### src/rtl/param_clk_divider.sv
// Divides i_ref_clk by a runtime ratio; ratio, start and stop take effect only at period boundaries.
// Outputs are registered; a start request is answered with o_div_clk=1 and o_div_tick=1 on the next edge. No backpressure.
module param_clk_divider #(
  parameter int DIV_WIDTH     = 8,
  parameter bit DUTY_ROUND_UP = 1'b0
) (
  input  logic                 i_ref_clk,
  input  logic                 i_rst_n,
  input  logic                 i_clk_en,
  input  logic [DIV_WIDTH-1:0] i_div_ratio,
  output logic                 o_div_clk,
  output logic                 o_div_tick,
  output logic                 o_active,
  output logic [DIV_WIDTH-1:0] o_ratio_cur
);

  localparam logic [DIV_WIDTH-1:0] ONE  = DIV_WIDTH'(1);
  localparam logic [DIV_WIDTH-1:0] TWO  = DIV_WIDTH'(2);
  localparam logic [DIV_WIDTH:0]   ONE1 = (DIV_WIDTH+1)'(1);

  typedef enum logic {IDLE = 1'b0, RUN = 1'b1} state_t;

  state_t               state;
  logic [DIV_WIDTH-1:0] cnt;
  logic [DIV_WIDTH-1:0] cnt_nxt;
  logic [DIV_WIDTH:0]   high_len;
  logic                 start_ok;
  logic                 boundary;

  // One extra bit keeps (R+1)>>1 exact for R = 2^DIV_WIDTH-1.
  assign high_len = DUTY_ROUND_UP ? (({1'b0, o_ratio_cur} + ONE1) >> 1)
                                  : ({1'b0, o_ratio_cur} >> 1);
  assign cnt_nxt  = cnt + ONE;
  assign start_ok = i_clk_en && (i_div_ratio >= TWO);
  assign boundary = (cnt == (o_ratio_cur - ONE));
  assign o_active = (state == RUN);

  always_ff @(posedge i_ref_clk or negedge i_rst_n) begin
    if (!i_rst_n) begin
      state       <= IDLE;
      cnt         <= '0;
      o_div_clk   <= 1'b0;
      o_div_tick  <= 1'b0;
      o_ratio_cur <= '0;
    end else begin
      case (state)
        IDLE: begin
          cnt <= '0;
          if (start_ok) begin
            state       <= RUN;
            o_ratio_cur <= i_div_ratio;
            o_div_clk   <= 1'b1;
            o_div_tick  <= 1'b1;
          end else begin
            o_div_clk  <= 1'b0;
            o_div_tick <= 1'b0;
          end
        end
        RUN: begin
          if (boundary) begin
            cnt <= '0;
            if (start_ok) begin
              o_ratio_cur <= i_div_ratio;
              o_div_clk   <= 1'b1;
              o_div_tick  <= 1'b1;
            end else begin
              state      <= IDLE;
              o_div_clk  <= 1'b0;
              o_div_tick <= 1'b0;
            end
          end else begin
            // cnt stays below R_cur-1 here, so the increment never wraps.
            cnt        <= cnt_nxt;
            o_div_clk  <= ({1'b0, cnt_nxt} < high_len);
            o_div_tick <= 1'b0;
          end
        end
        default: state <= IDLE;
      endcase
    end
  end

endmodule

### config.mk
export PLATFORM = sky130hd
export DESIGN_NAME = param_clk_divider
export DESIGN_NICKNAME = d
export VERILOG_FILES = /design/src/rtl/param_clk_divider.sv
export SDC_FILE = /design/constraint.sdc
export NUM_CORES = 1
export LEC_CHECK = 0
export ABC_AREA = 1
export BUFFER_PORTS_ARGS = -buffer_cell sky130_fd_sc_hd__buf_2
export CAP_MARGIN = 5
export CORE_ASPECT_RATIO = 0.7
export CORE_MARGIN = 10
export CORE_UTILIZATION = 42
export CTS_BUF_LIST = sky130_fd_sc_hd__clkbuf_4
export DETAILED_ROUTE_END_ITERATION = 8
export GPL_TIMING_DRIVEN = 0
export PLACE_DENSITY_LB_ADDON = 0.12
export SLEW_MARGIN = 20
export SYNTH_ARGS = -nofsm -noshare
export SYNTH_HDL_FRONTEND = slang
export SYNTH_SLANG_ARGS = --single-unit
export TNS_END_PERCENT = 5
### constraint.sdc
create_clock -name i_ref_clk -period 1.7 [get_ports i_ref_clk]
set_input_delay 0.255 -clock i_ref_clk [delete_from_list [all_inputs] [get_ports i_ref_clk]]
set_output_delay 0.255 -clock i_ref_clk [all_outputs]
set_load 0.005 [all_outputs]
### Yosys cells after proc, flatten, opt, wreduce, memory -nomap -nowiden

Index checks and enable logic that the tools add are counted.

| word-level totals | value |
|---|---|
| register bits after elaboration | 19 |
| input bits | 11 |
| output and inout port bits | 11 |

| operators by class | value |
|---|---|
| bitwise gates (word level) | 1 |
| $lt $le $gt $ge | 2 |
| muxes and demuxes | 12 |
| add/sub/neg operators | 2 |
| equal/unequal tests | 2 |
| reduce and logical (&&, ||, !) cells | 1 |

Operator list:

| cell | number |
|---|---|
| $pmux W8 S2 | 2 |
| $mux W8 | 3 |
| $add A8 B1 Y8 const B | 1 |
| $eq A8 B8 Y1 | 1 |
| $ge A8 B2 Y1 const B | 1 |
| $lt A8 B7 Y1 | 1 |
| $sub A8 B1 Y8 const B | 1 |
| $pmux W1 S2 | 3 |
| $mux W1 | 4 |
| $ne A2 B1 Y1 const B | 1 |
| $logic_and A1 B1 Y1 | 1 |
| $not A1 Y1 | 1 |

### Longest topological paths before layout

| depth | value |
|---|---|
| word-level depth | 5 |
| depth in mapped cells | 14 |

### Worst setup path before layout

OpenSTA, ideal clock, no wires.

| timing path | value |
|---|---|
| path kind | register to register |
| from | reg cnt[0] |
| to | reg o_div_clk |
| cell stages (with the launch flop) | 13 |
| path slack | -0.008 ns |
| arrival time | 1.642 ns |
| buffers on the path | 0 |
| clock period less this slack | 1.708 ns |
| setup time | 0.066 ns |
| cell sequence | dfrtp_1 -> ha_1 -> nand3_1 -> xor2_1 -> inv_1 -> ha_1 -> nand2_1 -> inv_1 -> nand2_1 -> nand2_1 -> o21ai_0 -> nand4_1 -> nand2_1 |

| on the way | value |
|---|---|
| cells in the longest elaborated chain, start to end | 4 |
| elaborated cells on any way between the ends | 5 |

RTL lines:

| item | RTL line | text |
|---|---|---|
| start: declaration | 24 | `logic [DIV_WIDTH-1:0] cnt;` |
| start signal: assignment | 73 | `cnt <= cnt_nxt;` |
| $add A8 B1 Y8 | 33 | `assign cnt_nxt = cnt + ONE;` |
| $lt A8 B7 Y1 | 74 | `o_div_clk <= ({1'b0, cnt_nxt} < high_len);` |
| $mux W1 (*) | 60 | `if (boundary) begin` |
| $pmux W1 S2 (*) | 46 | `case (state)` |
| end signal: assignment | 74 |  |
| end: declaration | 11 | `output logic o_div_clk,` |

Mark *: on every way between the ends. The rest lies on a longest branch, timed or not.
A chain may end at the register's enable or synchronous reset.

### Final worst setup path

Same ends and word-level chain as after synthesis.

==> summary.txt <==
Clock tree
  • Reg clk slew, reported paths: 0.12 ns
  • TritonCTS clock tree: done
  • CTS Sinks: 19
  • Clock Tree Buf Depth: 2
  • Worst-Skew Late Latency: 0.31 ns
  • Max H-tree Level: 1
  • Cts bufs inserted: 3
  • Clk root buf: clkbuf_4

Die
  • Std cell rows: 16
  • Ports: 22
  • Die Width: 85.8 µm
  • Initial Util: 0.447
  • Die area: 5660 µm²
  • Die height: 66.0 µm
  • Placeable Area: 2840 µm²

Timing
  • Hold_ws: 0.163 ns
  • Final Max Slew Viols: 0
  • Tmin final: 1.74 ns
  • TNS Setup: -0.246 ns
  • RSZ-0062 raised after global routing: true
  • Final Hold Viols: 0
  • Fin worst setup slack: -0.0405 ns
  • Worst slew pin tran: 0.446 ns
  • Worst Skew: 0.00145 ns
  • Period utilization: 1.02
  • Max frequency: 0.575 GHz
  • Headroom to the max-slew limit: 0.703
  • Final Setup Violations: 14

Place
  • IO buf count: 21
  • RD Place Congestion: 0.806
  • DP Area: 1420 µm²
  • Dpl hpwl: 2340 µm
  • Worst slack, placed: -0.245 ns

Critical path
  • Worst path arrival time: 2.00 ns
  • Largest stage delay on the critical path: 0.47 ns
  • CP bufs+invs: 2
  • CP cell instances: ha_4 -> nand3_4 -> xor2_2 -> inv_1 -> ha_1 -> nand2_1 -> inv_1 -> nand2_1 -> nand2_1 -> o21ai_2 -> nand4_1 -> nand2_1
  • Critical-path maximum fanout: 3
  • WP data required: 1.96 ns
  • Startpoint types: flop
  • Critical path class: reg -> reg
  • Slowest cell on the critical path: dfrtp_2
  • CP Capture Type: flop
  • Largest delay share family, worst path: adder cells
  • Top cell by count, worst path: nand2_1

Drt
  • DRT iter0 DRCs: 39
  • DR DRC count: 0
  • Vias: 1161
  • Final wirelength: 3160 µm
  • Routed Antenna Nets: 0
  • Router iterations before antenna repair: 4
  • WL/cell: 13.1 µm
  • Vias per cell: 4.82

Yosys
  • Most frequent cell after synthesis: nand2_1
  • Sequential area share after synthesis: 0.374
  • Area contributors post-synth: dfrtp_1 (37%), nand2_1 (16%), ha_1 (7.9%)
  • Top cells by count, synth: nand2_1 (55), dfrtp_1 (19), nand3_1 (19)
  • Area share of the largest cell type after synthesis: 0.374
  • Number of synthesized flops with an enable pin: 0
  • Syn Inst Count: 170
  • Post-synthesis register bit count: 19
  • Synth async-reset ratio: 1.00
  • Ys Warns: 0
  • Netlist cell types: 19
  • Main synth FF type: dfrtp_1
  • Syn nets: 189
  • Synth Cell Area: 1270 µm²
  • Syn_area_per_cell: 7.48 µm²
  • Cell accounting for the most synthesized area: dfrtp_1

Final layout
  • Synthesis-to-finish area growth: 30.4%
  • Layout cells sized above 1: 0.361
  • ANT cells: 0
  • Final nets: 225
  • Fin area: 1660 µm²
  • Fillers: 268
  • Final core occ: 0.583

Power
  • Peak VDD IR: 0.320 mV
  • Power per cell area: 441 nW/µm²
  • Static Leak: 0.909 nW

Global routing
  • Vias in the first global route: 1129
  • Largest net degree at the start of global routing: 20
  • Initial antenna violation count: 0
  • First-pass GRT wire length: 5310 µm
  • Gr usage total: 0.116
  • Overflow after GRT: 0

Worst hold path
  • Worst hold path type: in -> reg

Outcome
  • Status: finished with violations
  • Failing checks: setup timing

Run
  • Max cap viols: 0
[per-stage QoR]
| step | std cells | power [W] |
|---|---|---|
| 2_1_floorplan | 170 | 0.000467 |
| 3_3_place_gp | 227 | 0.000489 |
| 3_5_place_dp | 227 | 0.000490 |
| 4_1_cts | 239 | 0.000738 |
| 5_1_grt | 241 | 0.000771 |
| 6_report | 241 | 0.000732 |
[metal layers]
| layer | vias up | share of wire | global-route usage |
|---|---|---|---|
| li1 | 597 | - | - |
| met1 | 539 | 0.49 | 0.146 |
| met2 | 23 | 0.47 | 0.185 |
| met3 | 2 | 0.035 | 0.0320 |
| met4 | 0 | 0.011 | 0.0430 |
| met5 | - | 0 | 0 |
[cell families (layout without fill, tap and decap cells)]
kind of cell	count (synthesis)	count (layout)	share of synthesized area
buffers and inverters	27	62	0.0925
XOR/XNOR	9	9	0.0728
AO/OA/AOI/OAI	5	5	0.0197
flip-flops	19	19	0.374
AND/OR/NAND/NOR	102	102	0.362
adder cells (fa/ha/maj)	8	8	0.0787
[timing repair]
item,in CTS,in global routing
hold buffers,1,0
setup buffers,7,2
endpoints found under the setup margin,19,19
hold endpoints to repair,19,0
pin swaps,2,9
gates resized for setup,9,20
[cells in the final DEF (no fill, tap or decap)]
cell type      netlist  final
ha_1                 8      5
nor3_1               2      2
nor2_1              14     12
a21oi_2              0      1
nand2_4              2      1
ha_4                 0      3
clkinv_1             2      2
nand3_1             19     17
dlygate4sd3_1        0      1
inv_2                6      7
nand3_4              0      2
dfrtp_1             19     13
xnor3_1              1      1
xor2_2               0      4
xnor2_1              1      1
buf_2                0     21
inv_1               18     16
clkbuf_4             0      3
buf_4                0      9
dfrtp_2              0      6
inv_4                0      1
nand4_1              2      2
nand2_1             55     53
clkinvlp_4           0      1
buf_12               1      1
nand3_2              3      3
nor2_2               5      7
xor2_1               7      3
o21ai_2              0      1
a21oi_1              3      2
nand2_8              0      1
o21ai_1              0      1
nand2_2              0      2
[path summary, 6_finish.rpt]
kind,start,end,slack (ns),depth (start not counted)
max,cnt[0],o_div_clk,-0.04,12
min reg2reg,o_ratio_cur[6],o_ratio_cur[6],0.52,2
min,i_clk_en,o_active,0.16,3
max in group asynchronous,i_rst_n,cnt[3],0.95,2
min in group asynchronous,i_rst_n,o_ratio_cur[1],0.42,2
max reg2reg,cnt[0],o_div_clk,-0.04,12
[power breakdown]
| part | leakage, nW | switching [W] | total, W | internal, W |
|---|---|---|---|---|
| logic | 0.658 | 0.0000200 | 0.0000312 | 0.0000111 |
| registers | 0.237 | 0 | 0.000452 | 0.000452 |
| clock network | 0.0139 | 0.000159 | 0.000249 | 0.0000899 |
[area by class of cell]
type / count / area [µm²] / area share
tap: 36 / 45.0 / 0.0272
clock buffer: 3 / 22.5 / 0.0136
sequential: 19 / 483 / 0.291
multi-input combinational: 124 / 797 / 0.481
clock inverter: 1 / 7.51 / 0.00453
inverter: 26 / 100 / 0.0604
timing repair buffer: 31 / 183 / 0.110
buffer: 1 / 20.0 / 0.0121
[worst register-to-register path, delay by kind of cell, from the launching register on]
| kind | cells | cell delay [ns] |
|---|---|---|
| buffers and inverters | 2 | 0.10 |
| AND/OR/NAND/NOR | 6 | 0.38 |
| adder cells (fa/ha/maj) | 2 | 0.47 |
| flip-flops | 1 | 0.47 |
| XOR/XNOR | 1 | 0.15 |
| AO/OA/AOI/OAI | 1 | 0.11 |
[state kept, by name (all words and copies together), names as in the netlist]
signal,count
cnt,8
o_active,1
o_div_clk,1
o_div_tick,1
o_ratio_cur,8
(Power assumes the default switching activity.)
